File: src/rtl/rx.sv
// -----------------------------------------------------------------------------
// rx : serial link receiver with a small receive FIFO.
//
// Frame on serial_in: one start bit (1), then W data bits LSB first, one bit
// per clock, with no stop bit. Each completed word is pushed into a DEPTH-entry
// FIFO. The consumer pops the FIFO with ack.
//
// Ports
//   clk           rising-edge clock
//   reset         asynchronous, active-high reset
//   serial_in     link line from the upstream transmitter (low when idle)
//   ack           pop request, ignored while the FIFO is empty
//   parallel_out  head-of-FIFO flit, zero when the FIFO is empty
//   data_valid    FIFO holds at least one flit
//   channel_busy  FIFO full (back-pressure to the transmitter)
//   rx_active     a frame body is being shifted in
//   overflow      sticky: a completed frame was dropped on a full FIFO
//
// FSM states
//   state | meaning
//   IDLE  | waiting for a start bit on serial_in
//   RECV  | sampling data bit [bit_cnt] every clock
// -----------------------------------------------------------------------------
`ifndef PAYLOAD_SIZE
`define PAYLOAD_SIZE 8
`endif
`ifndef ADDR_BITS
`define ADDR_BITS 2
`endif

module rx #(
  parameter int routerid = -1,
  parameter     port     = "unknown",
  parameter int DEPTH    = 2,
  localparam int W       = `PAYLOAD_SIZE + `ADDR_BITS
) (
  input  logic         clk,
  input  logic         reset,
  input  logic         serial_in,
  input  logic         ack,
  output logic [W-1:0] parallel_out,
  output logic         data_valid,
  output logic         channel_busy,
  output logic         rx_active,
  output logic         overflow
);

  localparam int CNT_W = (W > 1) ? $clog2(W) : 1;
  localparam int PTR_W = (DEPTH > 1) ? $clog2(DEPTH) : 1;
  localparam int OCC_W = $clog2(DEPTH + 1);

  // routerid and port only label an instance for debug; they shape nothing.
  if (routerid < -1) begin : g_routerid_label
  end
  if ($bits(port) == 0) begin : g_port_label
  end

  typedef enum logic {
    IDLE = 1'b0,
    RECV = 1'b1
  } state_t;

  state_t             state_q, state_d;
  logic [CNT_W-1:0]   bit_cnt_q, bit_cnt_d;
  logic [W-1:0]       shift_q, shift_d;
  logic               word_done;

  logic [W-1:0]       mem [DEPTH];
  logic [PTR_W-1:0]   head_q, tail_q;
  logic [OCC_W-1:0]   count_q;
  logic               overflow_q;

  logic               fifo_full;
  logic               fifo_empty;
  logic               do_pop;
  logic               do_push;

  // ---------------------------------------------------------------------------
  // Receive FSM
  // ---------------------------------------------------------------------------
  always_ff @(posedge clk or posedge reset) begin
    if (reset) begin
      state_q   <= IDLE;
      bit_cnt_q <= '0;
      shift_q   <= '0;
    end else begin
      state_q   <= state_d;
      bit_cnt_q <= bit_cnt_d;
      shift_q   <= shift_d;
    end
  end

  always_comb begin
    state_d   = state_q;
    bit_cnt_d = bit_cnt_q;
    shift_d   = shift_q;
    word_done = 1'b0;
    unique case (state_q)
      IDLE: begin
        if (serial_in) begin
          state_d   = RECV;
          bit_cnt_d = '0;
        end
      end
      RECV: begin
        // shift_d doubles as the word handed to the FIFO on the last bit, so
        // the final bit does not need an extra cycle to land in shift_q.
        shift_d[bit_cnt_q] = serial_in;
        if (bit_cnt_q == CNT_W'(W - 1)) begin
          word_done = 1'b1;
          state_d   = IDLE;
          bit_cnt_d = '0;
        end else begin
          bit_cnt_d = bit_cnt_q + 1'b1;
        end
      end
      default: begin
        state_d   = IDLE;
        bit_cnt_d = '0;
      end
    endcase
  end

  // ---------------------------------------------------------------------------
  // Receive FIFO
  // ---------------------------------------------------------------------------
  function automatic logic [PTR_W-1:0] ptr_inc(input logic [PTR_W-1:0] p);
    return (p == PTR_W'(DEPTH - 1)) ? '0 : p + 1'b1;
  endfunction

  assign fifo_full  = (count_q == OCC_W'(DEPTH));
  assign fifo_empty = (count_q == '0);
  assign do_pop     = ack && !fifo_empty;
  // A pop on the same edge frees the head slot, so a full FIFO still accepts.
  assign do_push    = word_done && (!fifo_full || do_pop);

  always_ff @(posedge clk or posedge reset) begin
    if (reset) begin
      head_q     <= '0;
      tail_q     <= '0;
      count_q    <= '0;
      overflow_q <= 1'b0;
      for (int i = 0; i < DEPTH; i++) begin
        mem[i] <= '0;
      end
    end else begin
      if (do_pop) begin
        head_q <= ptr_inc(head_q);
      end
      if (do_push) begin
        mem[tail_q] <= shift_d;
        tail_q      <= ptr_inc(tail_q);
      end
      unique case ({do_push, do_pop})
        2'b10:   count_q <= count_q + 1'b1;
        2'b01:   count_q <= count_q - 1'b1;
        default: count_q <= count_q;
      endcase
      if (word_done && !do_push) begin
        overflow_q <= 1'b1;
      end
    end
  end

  assign data_valid   = !fifo_empty;
  assign channel_busy = fifo_full;
  assign parallel_out = fifo_empty ? '0 : mem[head_q];
  assign rx_active    = (state_q == RECV);
  assign overflow     = overflow_q;

endmodule

File: config.mk
export PLATFORM = sky130hd
export DESIGN_NAME = rx
export DESIGN_NICKNAME = d
export VERILOG_FILES = /design/src/rtl/rx.sv
export SDC_FILE = /design/constraint.sdc
export NUM_CORES = 1
export LEC_CHECK = 0
export ABC_AREA = 1
export BUFFER_PORTS_ARGS = -buffer_cell sky130_fd_sc_hd__buf_4
export CORE_UTILIZATION = 23
export DETAILED_ROUTE_END_ITERATION = 16
export PLACE_DENSITY_LB_ADDON = 0.15
export SYNTH_ARGS = -nofsm -noshare
export SYNTH_HDL_FRONTEND = slang
export SYNTH_SLANG_ARGS = --single-unit
File: constraint.sdc
create_clock -name clk -period 1.6 [get_ports clk]
set_input_delay 0.08 -clock clk [delete_from_list [all_inputs] [get_ports clk]]
set_output_delay 0.08 -clock clk [all_outputs]
set_load 0.01 [all_outputs]
; Yosys cells after proc, flatten, opt, wreduce, memory -nomap -nowiden
; Index checks and enable logic that the tools add are counted.
[word_totals]
output_inout_bits = 14
word_cells = 60
reg_bits = 40
[classes]
magnitude_cmp = 5
n_addsub = 5
n_eq_ne = 5
bitwise = 3
reduce_logical = 11
mux = 22
[ops]
columns = cell, n
row1 = $mux W10, 6
row2 = $bwmux W20, 1
row3 = $bwmux W10, 1
row4 = $demux W10 S1, 1
row5 = $mux W4, 2
row6 = $pmux W4 S2, 1
row7 = $mux W1, 7
row8 = $logic_and A1 B1 Y1, 5
row9 = $lt A4 B5 Y1 const B, 1
row10 = $add A4 B1 Y4 const B, 1
row11 = $demux W1 S4, 1
row12 = $eq A2 B2 Y1 const B, 2
row13 = $eq A4 B4 Y1 const B, 1
row14 = $ge A2 B2 Y1 const B, 2
row15 = $ge A4 B1 Y1 const B, 1
row16 = $not A1 Y2, 2
row17 = $pmux W2 S2, 1
row18 = $logic_not A1 Y1, 3
row19 = $add A1 B1 Y1 const B, 2
row20 = $add A2 B1 Y2 const B, 1
row21 = $eq A2 B1 Y1 const B, 1
row22 = $logic_not A2 Y1, 1
row23 = $lt A2 B1 Y1 const B, 1
row24 = $ne A2 B2 Y1 const B, 1
row25 = 5 further kinds, 5

; Depth between registers and ports, before layout
; Gate-level depths: netlist of the first run.
[logic_depth]
ltp_word = 7
ltp_mapped = 8
ltp_nobuf = 8

; Worst setup path before layout of the first run
; Ideal clock, no wire load.
[synth_path]
path_type = register -> register
from = reg bit_cnt_q[1]
to = reg mem[17] (netlist bit)
arrival_ns = 1.116
synth_period_minus_slack_ns = 1.234
path_slack_ns = 0.366
path_stages_with_launch = 8
cell_sequence = dfrtp_1 -> inv_2 -> nand3_4 -> nor2_8 -> nand3_4 -> buf_6 -> nand2_1 -> o21ai_2
[synth_between]
elab_chain_len = 7
elab_cells_between_ends = 12
[synth_rtl]
columns = element, line_no
row1 = "start, declared", 64  ; logic [CNT_W-1:0] bit_cnt_q, bit_cnt_d;
row2 = "start signal, assigned", 88  ; bit_cnt_q <= bit_cnt_d;
row3 = $lt A4 B5 Y1 (implied by the code) or $ge A4 B1 Y1 (tied branches), 108  ; shift_d[bit_cnt_q] = serial_in;
row4 = $logic_and A1 B1 Y1 (implied by the code), 108
row5 = $mux W1 (implied by the code), 108
row6 = $demux W1 S4, 108
row7 = $bwmux W10, 108
row8 = $mux W10, 98  ; unique case (state_q)
row9 = $bwmux W20, 151  ; mem[tail_q] <= shift_d;
row10 = "end signal, assigned by index", 151
row11 = "end, declared", 68  ; logic [W-1:0] mem [DEPTH];
; Parallel ways exist; a longest one is shown, timed or not.
; A chain may end at the register's enable or synchronous reset.

; Worst setup path after layout of the first run
[layout_path]
from = reg head_q
to = out parallel_out[7]
[layout_between]
elab_chain_len = 5
[layout_rtl]
columns = element, line_no
row1 = "start, declared", 69  ; logic [PTR_W-1:0] head_q, tail_q;
row2 = "start signal, assigned", 148  ; head_q <= ptr_inc(head_q);
row3 = $not A1 Y2 (implied by the code), 167  ; assign parallel_out = fifo_empty ? '0 : mem[head_q];
row4 = $mux W10 (implied by the code) (3 in a row), 167
row5 = $mux W10, 167
row6 = "end, declared", 41  ; output logic [W-1:0] parallel_out,
; Every way passes these cells. The select of a mux whose other input is x is not followed.

==> results of run 1 <==
==> Yosys cell counts, types with 2 or more instances <==
library cell   n
nand2_1       80
dfrtp_1       40
inv_1         29
nor2_1        18
o21ai_1       16
nand3_1       14
a21oi_1       12
o21ai_0        7
buf_6          4
nand4_1        4
o21bai_1       4
clkbuf_1       3
nand3_4        3
clkinv_1       2
inv_2          2
o21ai_2        2
==> cells by family after synthesis <==
family	share of synthesized area
flops	0.509
compound gates	0.113
simple gates	0.275
buf+inv	0.0980
xor+xnor	0.00445
==> worst paths after layout <==
check,start,endpoint,cells past startpoint
setup reg to reg,bit_cnt_q[1],mem[4],6
min in group asynchronous,reset,count_q[1],4
max in group asynchronous,reset,bit_cnt_q[1],4
setup / recovery,head_q,parallel_out[7],4
hold / removal,serial_in,rx_active,3
hold reg to reg,overflow,overflow,1
==> repair_timing <==
| item | CTS | global route |
|---|---|---|
| hold buffers | 1 | 0 |
| buffers inserted | 0 | 0 |
| resized for setup | 1 | 1 |
| endpoints found under the hold margin | 40 | 0 |
| endpoints found under the setup margin | 1 | 10 |
| pin swaps | 0 | 1 |
==> state kept, by name, summed over array words and instances (netlist names) <==
register / cells
bit_cnt_q: 4
count_q: 2
head_q: 1
mem: 20
overflow: 1
rx_active: 1
shift_q: 10
tail_q: 1
==> critical path: stages, from the launching register on <==
cell        delay, ps
dfrtp_1           410
clkinvlp_4        220
nand2_1            80
a21oi_1           200
buf_4             160
==> cell usage in the layout (no fill, tap or decap), types with 2 or more instances in the layout <==
cell type and count:
o21ai_1 16, nor2_1 18, a21oi_1 12, clkinv_1 2
nand4_1 4, clkbuf_8 6, nand3_4 3, o21ai_0 7
buf_4 22, nand3_1 14, inv_1 28, dfrtp_1 39
o21bai_1 4, o21ai_2 2, inv_2 2, nand2_1 80
==> cell type report <==
type | instances | area share
inverters | 34 | 0.0568
clock buffers | 6 | 0.0354
clock inverters | 2 | 0.0166
well taps | 105 | 0.0562
flip-flops and latches | 40 | 0.429
repair buffers | 23 | 0.0750
multi-input cells | 163 | 0.331
==> power groups by stage <==
stage | registers (mW) | clock network (mW) | logic (mW)
final | 1.75 | 0.899 | 1.75
after global routing | 1.81 | 0.971 | 2.06
after CTS | 1.75 | 0.933 | 1.80
after detailed placement | 1.76 | 0 | 1.79
after global placement | 1.76 | 0 | 1.78
after floorplan | 1.70 | 0 | 1.32
==> per-layer routing <==
| layer | track usage | wire [um] |
|---|---|---|
| met4 | 0.0379 | 36 |
| met1 | 0.161 | 2240 |
| met3 | 0.0274 | 136 |
| met2 | 0.179 | 2090 |
| met5 | 0 | 0 |
==> impl_metrics.toml, run 1 <==
[drt]
first_pass_iters = 4
num_vias = 1582
first_iter_violations = 120
drc = 0
detail-route-antenna-nets = 0
viasPerCell = 4.24
totalWireLength_um = 4500
routedWlPerCell_um = 12.1

[run]
maxCapViolCount = 0

[yosys]
synth_cell_types = 21
yosysTopAreaCell = "dfrtp_1"
synth_top_area_frac = 0.509
ys_ff_latch = 40
synth_area_leaders = "dfrtp_1 51%, nand2_1 15%, inv_1 5.5%, o21ai_1 4.1%, nand3_1 3.6%"
synthCells = 245
synthFlopType = "dfrtp_1"
synth_nets = 249
syn_area_um2 = 1970
async_reset_ff_frac = 1.00
yosys_warnings = 0
synth_area_per_cell_um2 = 8.03
synth_edf_count = 0
ys_seq_area_frac = 0.509

[grt]
antenna_found_initial = 0
grt.overflow.total = 0
grt_pass1_vias = 1578
grt_start_max_net_pins = 41
grt_usage = 0.117
grt_pass1_wl_um = 7890

[die]
dieWidth_um = 94.5
core_area_um2 = 8260
die-area_um2 = 8930
initial_core_util = 0.238
ios = 18
rows = 33
die_y_um = 94.5

[timing]
setup_violations = 0
rsz0062_at_grt = "true"
relSlewSlack = 0.647
worst_slew_pin_slew_ps = 529
setup_ws_ps = 152
slew_viol_final = 0
post-route-period-util = 0.905
min_period_ps = 1450
fmax_mhz = 691
finalHoldViolations = 0
fin_hold_ws_ps = 67.0
setup-tns-final_ps = 0
fin_skew_ps = 4.86

[final_layout]
num-fill-cells = 920
final_nets = 271
register_area_um2 = 1000
syn2layout_area_growth_pct = 18.8
multi_input_area_um2 = 773
final_util = 0.283
fin_area_um2 = 2340
drive_gt1_frac = 0.157
insertedDiodeCount = 0
stdcell_count = 373

[pwr]
ir_drop_v = 0.000584
p_sw_mw = 1.82
combPwrFrac = 0.399
intPower_mw = 2.58
clkPwrFrac = 0.204
power_density_nw_per_um2 = 1880
p_seq_frac = 0.397
switching_share = 0.413
p_leak_nw = 1.16
total_power_mw = 4.40

[setup_path]
reg2reg_slack_ps = 170
startpoint_type = "flip-flop"
path_max_fanout = 11
end_kind = "output pin"
worstPathArrival_ps = 1370
crit_type = "flip-flop to output pin"
critPathRequiredTime_ps = 1520

[place]
post-place-ws_ps = 134
dp.cells = 364
hpwl_um = 3100
port_buffers = 17
placed_area_um2 = 2200
place.gp.congestion = 0.724

[min_path]
hold_class = "input pin to flip-flop"

[clocking]
clock_sinks = 40
clock_latency_ps = 300
clkSlewWorstSetupHoldPaths_ps = 90
root_buffer = "clkbuf_8"
cts_made_buffers = 5
cts_buffer_depth = 2
cts_tree = "yes"
htreeDepth = 2

[status]
outcome = "finished clean"
No activity file was read; power rests on OpenSTA's default activity.
==> run 2, diff against run 1 <==
--- a/config.mk
+++ b/config.mk
@@ -5,7 +5,6 @@
 export SDC_FILE = /design/constraint.sdc
 export NUM_CORES = 1
 export LEC_CHECK = 0
-export ABC_AREA = 1
 export BUFFER_PORTS_ARGS = -buffer_cell sky130_fd_sc_hd__buf_4
 export CORE_UTILIZATION = 23
 export DETAILED_ROUTE_END_ITERATION = 16
==> impl_metrics.toml, run 2 <==
[yosys]
synth_cell_types = 39
synthCells = 184
synth_nets = 188
yosys_warnings = 0
syn_area_um2 = 1910
ys_seq_area_frac = 0.524
synth_area_per_cell_um2 = 10.4
synth_edf_count = 0
synthFlopType = "dfrtp_1"
yosysMostFrequentCell = "dfrtp_1"
ys_top_cells_by_count = "40 x dfrtp_1, 25 x nor2_1, 20 x mux2i_1"
ys_ff_latch = 40
synth_top_area_frac = 0.524
yosysTopAreaCell = "dfrtp_1"
synth_area_leaders = "dfrtp_1 52%, mux2i_1 10%, nor2_1 4.9%, o21ai_0 3.7%, nand2_1 3.3%"
async_reset_ff_frac = 1.00

[setup_path]
end_kind = "flip-flop"
critPathRequiredTime_ps = 1780
path_max_fanout = 3
startpoint_type = "flip-flop"
worstRegToRegCells = 3
crit_type = "flip-flop to flip-flop"
worstPathArrival_ps = 1730

[pwr]
power_density_nw_per_um2 = 1830
ir_drop_v = 0.000672
p_leak_nw = 1.15
intPower_mw = 2.79
clkPwrFrac = 0.160
switching_share = 0.368
p_sw_mw = 1.63
total_power_mw = 4.42
combPwrFrac = 0.434
p_seq_frac = 0.406

[die]
die_y_um = 93.2
dieWidth_um = 93.2
core_area_um2 = 7890
initial_core_util = 0.242
die-area_um2 = 8680
ios = 18
rows = 32

[clocking]
clkSlewWorstSetupHoldPaths_ps = 80
cts_made_buffers = 5
cts_buffer_depth = 2
cts_tree = "yes"
clock_latency_ps = 300
htreeDepth = 2
root_buffer = "clkbuf_8"
clock_sinks = 40

[timing]
setup_violations = 0
fmax_mhz = 644
fin_skew_ps = 8.38
post-route-period-util = 0.970
min_period_ps = 1550
finalHoldViolations = 0
relSlewSlack = 0.647
setup-tns-final_ps = 0
rsz0062_at_grt = "false"
slew_viol_final = 0
worst_slew_pin_slew_ps = 529

[final_layout]
mostFrequentLayoutCell = "buf_4"
layout_common_cells = "37 x buf_4, 35 x dfrtp_1, 25 x nor2_1, 17 x nand2_1, 17 x mux2i_1"
reg_top3 = "mem (20), shift_q (10), bit_cnt_q (4)"
insertedDiodeCount = 0
syn2layout_area_growth_pct = 26.2
top_register = "mem"
drive_gt1_frac = 0.323
largest_reg_flops = 20
num-fill-cells = 821
final_nets = 226
stdcell_count = 325

[grt]
grt_usage = 0.109
grt.overflow.total = 0
grt_pass1_wl_um = 7210
grt_start_max_net_pins = 41
antenna_found_initial = 0
grt_pass1_vias = 1340

[run]
maxCapViolCount = 0

[min_path]
hold_class = "input pin to flip-flop"
whs_path_depth = 3

[drt]
detail-route-antenna-nets = 0
viasPerCell = 4.17
routedWlPerCell_um = 13.1
first_pass_iters = 4
totalWireLength_um = 4250
drc = 0
first_iter_violations = 67
num_vias = 1354

[place]
dp.cells = 313
place.gp.congestion = 0.683
hpwl_um = 2870
port_buffers = 17

[status]
outcome = "finished clean"
[run 2: changes by cell type in the layout (fill, tap and decap cells not counted), moves of 4 or more]
cell,delta
nand2_1,-63
nor2_1,+7
o21ai_0,+7
nand4_1,-4
nand3_1,-11
o21ai_1,-15
o21bai_1,-4
buf_4,+15
inv_1,-16
dfrtp_1,-4
mux2i_1,+17
dfrtp_2,+4
[run 2: logic make-up after synthesis]
| logic type | count (synthesis) | share of synthesized area |
|---|---|---|
| XOR/XNOR | 3 | 0.0137 |
| buffers and inverters | 21 | 0.0530 |
| flip-flops | 40 | 0.524 |
| AND/OR/NAND/NOR | 64 | 0.185 |
| multiplexers | 23 | 0.124 |
| AO/OA/AOI/OAI | 33 | 0.101 |
[run 2: path summary, 6_finish.rpt]
| check | startpoint | to | slack, ps |
|---|---|---|---|
| max reg2reg | count_q[0] | mem[1] | 50 |
| max in group asynchronous | reset | rx_active | 740 |
| min reg2reg | overflow | overflow | 470 |
| min in group asynchronous | reset | mem[19] | 470 |
| max | count_q[0] | mem[1] | 50 |
| min | ack | head_q | 100 |
[run 2: cell type report]
| class | count | area, um2 | share of cell area |
|---|---|---|---|
| clock buffers | 6 | 82.6 | 0.0342 |
| flip-flops and latches | 40 | 1010 | 0.417 |
| clock inverters | 2 | 10.0 | 0.00415 |
| inverters | 12 | 45.0 | 0.0187 |
| multi-input cells | 123 | 831 | 0.344 |
| repair buffers | 40 | 310 | 0.129 |
| well taps | 102 | 128 | 0.0529 |
[run 2: power groups by stage]
stage	registers, mW	clock network, mW	logic (mW)
6_report	1.80	0.708	1.92
3_3_place_gp	1.79	0	1.88
4_1_cts	1.78	0.734	1.88
3_5_place_dp	1.79	0	1.88
2_1_floorplan	1.69	0	1.32
5_1_grt	1.87	0.778	2.14
[run 2: critical path, stage by stage, from the launching register on]
cell and delay (ps):
dfrtp_1 410, or3b_2 520, nand4_2 160, mux2_2 340
[run 2: what timing repair did]
item                                    CTS  global route
hold buffers                              1             0
resized for setup                         1            11
endpoints found under the setup margin    2            21
hold endpoints to repair                 40             0
pin swaps                                 0             1
cloned                                    0             0
buffers inserted                          0             3
[run 2: per-stage QoR]
| step | util | area, um2 | hold WS (ps) | worst slack [ps] |
|---|---|---|---|---|
| after CTS | 0.299 | 2360 | 90.6 | 33.1 |
| after detailed placement | 0.286 | 2250 | 258 | 13.8 |
| after global placement | 0.286 | 2250 | 264 | 17.3 |
| after global routing | 0.306 | 2410 | 87.5 | 2.37 |
| after floorplan | - | 1910 | 230 | 9.82 |
| final | 0.306 | 2410 | 96.4 | 48.2 |
[run 2: routing by layer]
| metal | wire length, um | global-route usage | share of wire | vias up |
|---|---|---|---|---|
| met5 | 0 | 0 | 0 | - |
| met1 | 2330 | 0.163 | 0.55 | 635 |
| met4 | 29 | 0.0269 | 0.0068 | 0 |
| met2 | 1730 | 0.150 | 0.41 | 22 |
| met3 | 169 | 0.0350 | 0.040 | 5 |
| li1 | - | - | - | 692 |
==> run 3, diff against run 2 <==
==> constraint.sdc (replaced) <==
create_clock -name clk -period 1.33 [get_ports clk]
set_input_delay 0.0665 -clock clk [delete_from_list [all_inputs] [get_ports clk]]
set_output_delay 0.0665 -clock clk [all_outputs]
set_load 0.01 [all_outputs]
==> impl_metrics.toml, run 3 (same netlist as run 2, synthesis figures left out) <==
[final_layout]
drive_gt1_frac = 0.603
final_nets = 242
top_register = "mem"
syn2layout_area_growth_pct = 60.7
layout_common_cells = "35 x dfrtp_1, 28 x buf_4, 19 x buf_6, 12 x nor2_4, 10 x inv_1"
largest_reg_flops = 20
insertedDiodeCount = 0
fin_area_um2 = 3070
reg_top3 = "mem (20), shift_q (10), bit_cnt_q (4)"
mostFrequentLayoutCell = "dfrtp_1"

[timing]
rsz0062_at_grt = "true"
relSlewSlack = 0.796
setup_violations = 38
finalHoldViolations = 0
slew_viol_final = 0
post-route-period-util = 1.11
min_period_ps = 1480
fmax_mhz = 675
fin_skew_ps = 12.3
setup_ws_ps = -152
fin_hold_ws_ps = 113
setup-tns-final_ps = -3210
worst_slew_pin_slew_ps = 297

[clocking]
clock_sinks = 40
clock_latency_ps = 300
root_buffer = "clkbuf_8"
clkSlewWorstSetupHoldPaths_ps = 80
cts_buffer_depth = 2
cts_tree = "yes"
cts_made_buffers = 5
htreeDepth = 2

[status]
outcome = "complete, but fails checks"
violations = "negative setup slack"

[grt]
grt_start_max_net_pins = 41
grt_pass1_wl_um = 7820
grt.overflow.total = 0
grt_pass1_vias = 1548
grt_busiest_layer = "met2"
gr-usage-met2 = 0.189
antenna_found_initial = 0
grt_use_met3 = 0.0252
use_met1 = 0.166
grt_usage = 0.120

[die]
ios = 18
core_area_um2 = 7890
die_y_um = 93.2
die-area_um2 = 8680
initial_core_util = 0.242
dieWidth_um = 93.2
rows = 32

[drt]
first_iter_violations = 51
viasPerCell = 4.37
detail-route-antenna-nets = 0
first_pass_iters = 4
totalWireLength_um = 4780
routedWlPerCell_um = 14.0
drc = 0
num_vias = 1491

[min_path]
hold_class = "input pin to flip-flop"
min-delay-start = "ack"

[setup_path]
startpoint_type = "flip-flop"
reg2reg_from = "bit_cnt_q[2]"
worstPathArrival_ps = 1670
critPathRequiredTime_ps = 1520
path_max_fanout = 5
crit_type = "flip-flop to flip-flop"
end_kind = "flip-flop"
crit_start = "bit_cnt_q[2]"

[place]
hpwl_um = 2940
place.gp.congestion = 0.691
port_buffers = 17
placed_area_um2 = 2390

[pwr]
p_leak_nw = 1.34
ir_drop_v = 0.000746
power_density_nw_per_um2 = 2300

[run]
maxCapViolCount = 0
## run 3: cell count changes in the layout (fill, tap and decap cells not counted), sizes merged
cell | previous run | this run
buf | 39 | 54
bufinv | 0 | 1
clkinv | 2 | 1
clkinvlp | 0 | 1
## run 3: area by class of cell
cell class              count  area (um2)
repair buffers             56         597
flip-flops and latches     40        1010
multi-input cells         123        1180
clock inverters             3        42.5
clock buffers               5        68.8
inverters                  12        45.0
well taps                 102         128
fillers                   786        4820
## run 3: worst paths after layout
kind / endpoint / slack [ps] / depth (start not counted)
max reg2reg: bit_cnt_q[3] / -150 / 5
min reg2reg: overflow / 470 / 1
min in group asynchronous: shift_q[6] / 370 / 4
max: bit_cnt_q[3] / -150 / 5
max in group asynchronous: bit_cnt_q[1] / 720 / 4
min: head_q / 110 / 3
## run 3: metrics by stage
step	total power, mW	utilization	instances	worst slack, ps
final	7.08	0.389	341	-152
after global routing	7.56	0.389	341	-186
after CTS	6.63	0.365	341	-157
after detailed placement	4.77	0.303	319	-197
after global placement	4.77	0.303	319	-202
after floorplan	3.83	-	184	-243
## run 3: repair_timing
item                                   CTS  global route
endpoints found under the hold margin   40             0
resized for setup                       75            47
cloned                                   3             0
pin swaps                               21            12
hold buffers                             1             0
setup endpoints to repair               43            45
buffers inserted                        10             1
## run 3: power by group
group          switching [mW]  internal, mW  total [mW]
sequential              0.485          1.77        2.26
clock                   0.467         0.556        1.02
combinational            1.74          2.05        3.79
total                    2.69          4.39        7.08
## run 3: critical path: stages (launching register included)
cell and delay [ps]:
dfrtp_2 450, buf_6 130, and2b_2 220, a21o_1 170
a22o_2 200, a22o_1 200
## run 3: layer usage
metal	wire [um]	up-vias
met1	2420	739
met5	0	-
met2	2180	19
met3	127	8
li1	-	725
met4	50	0
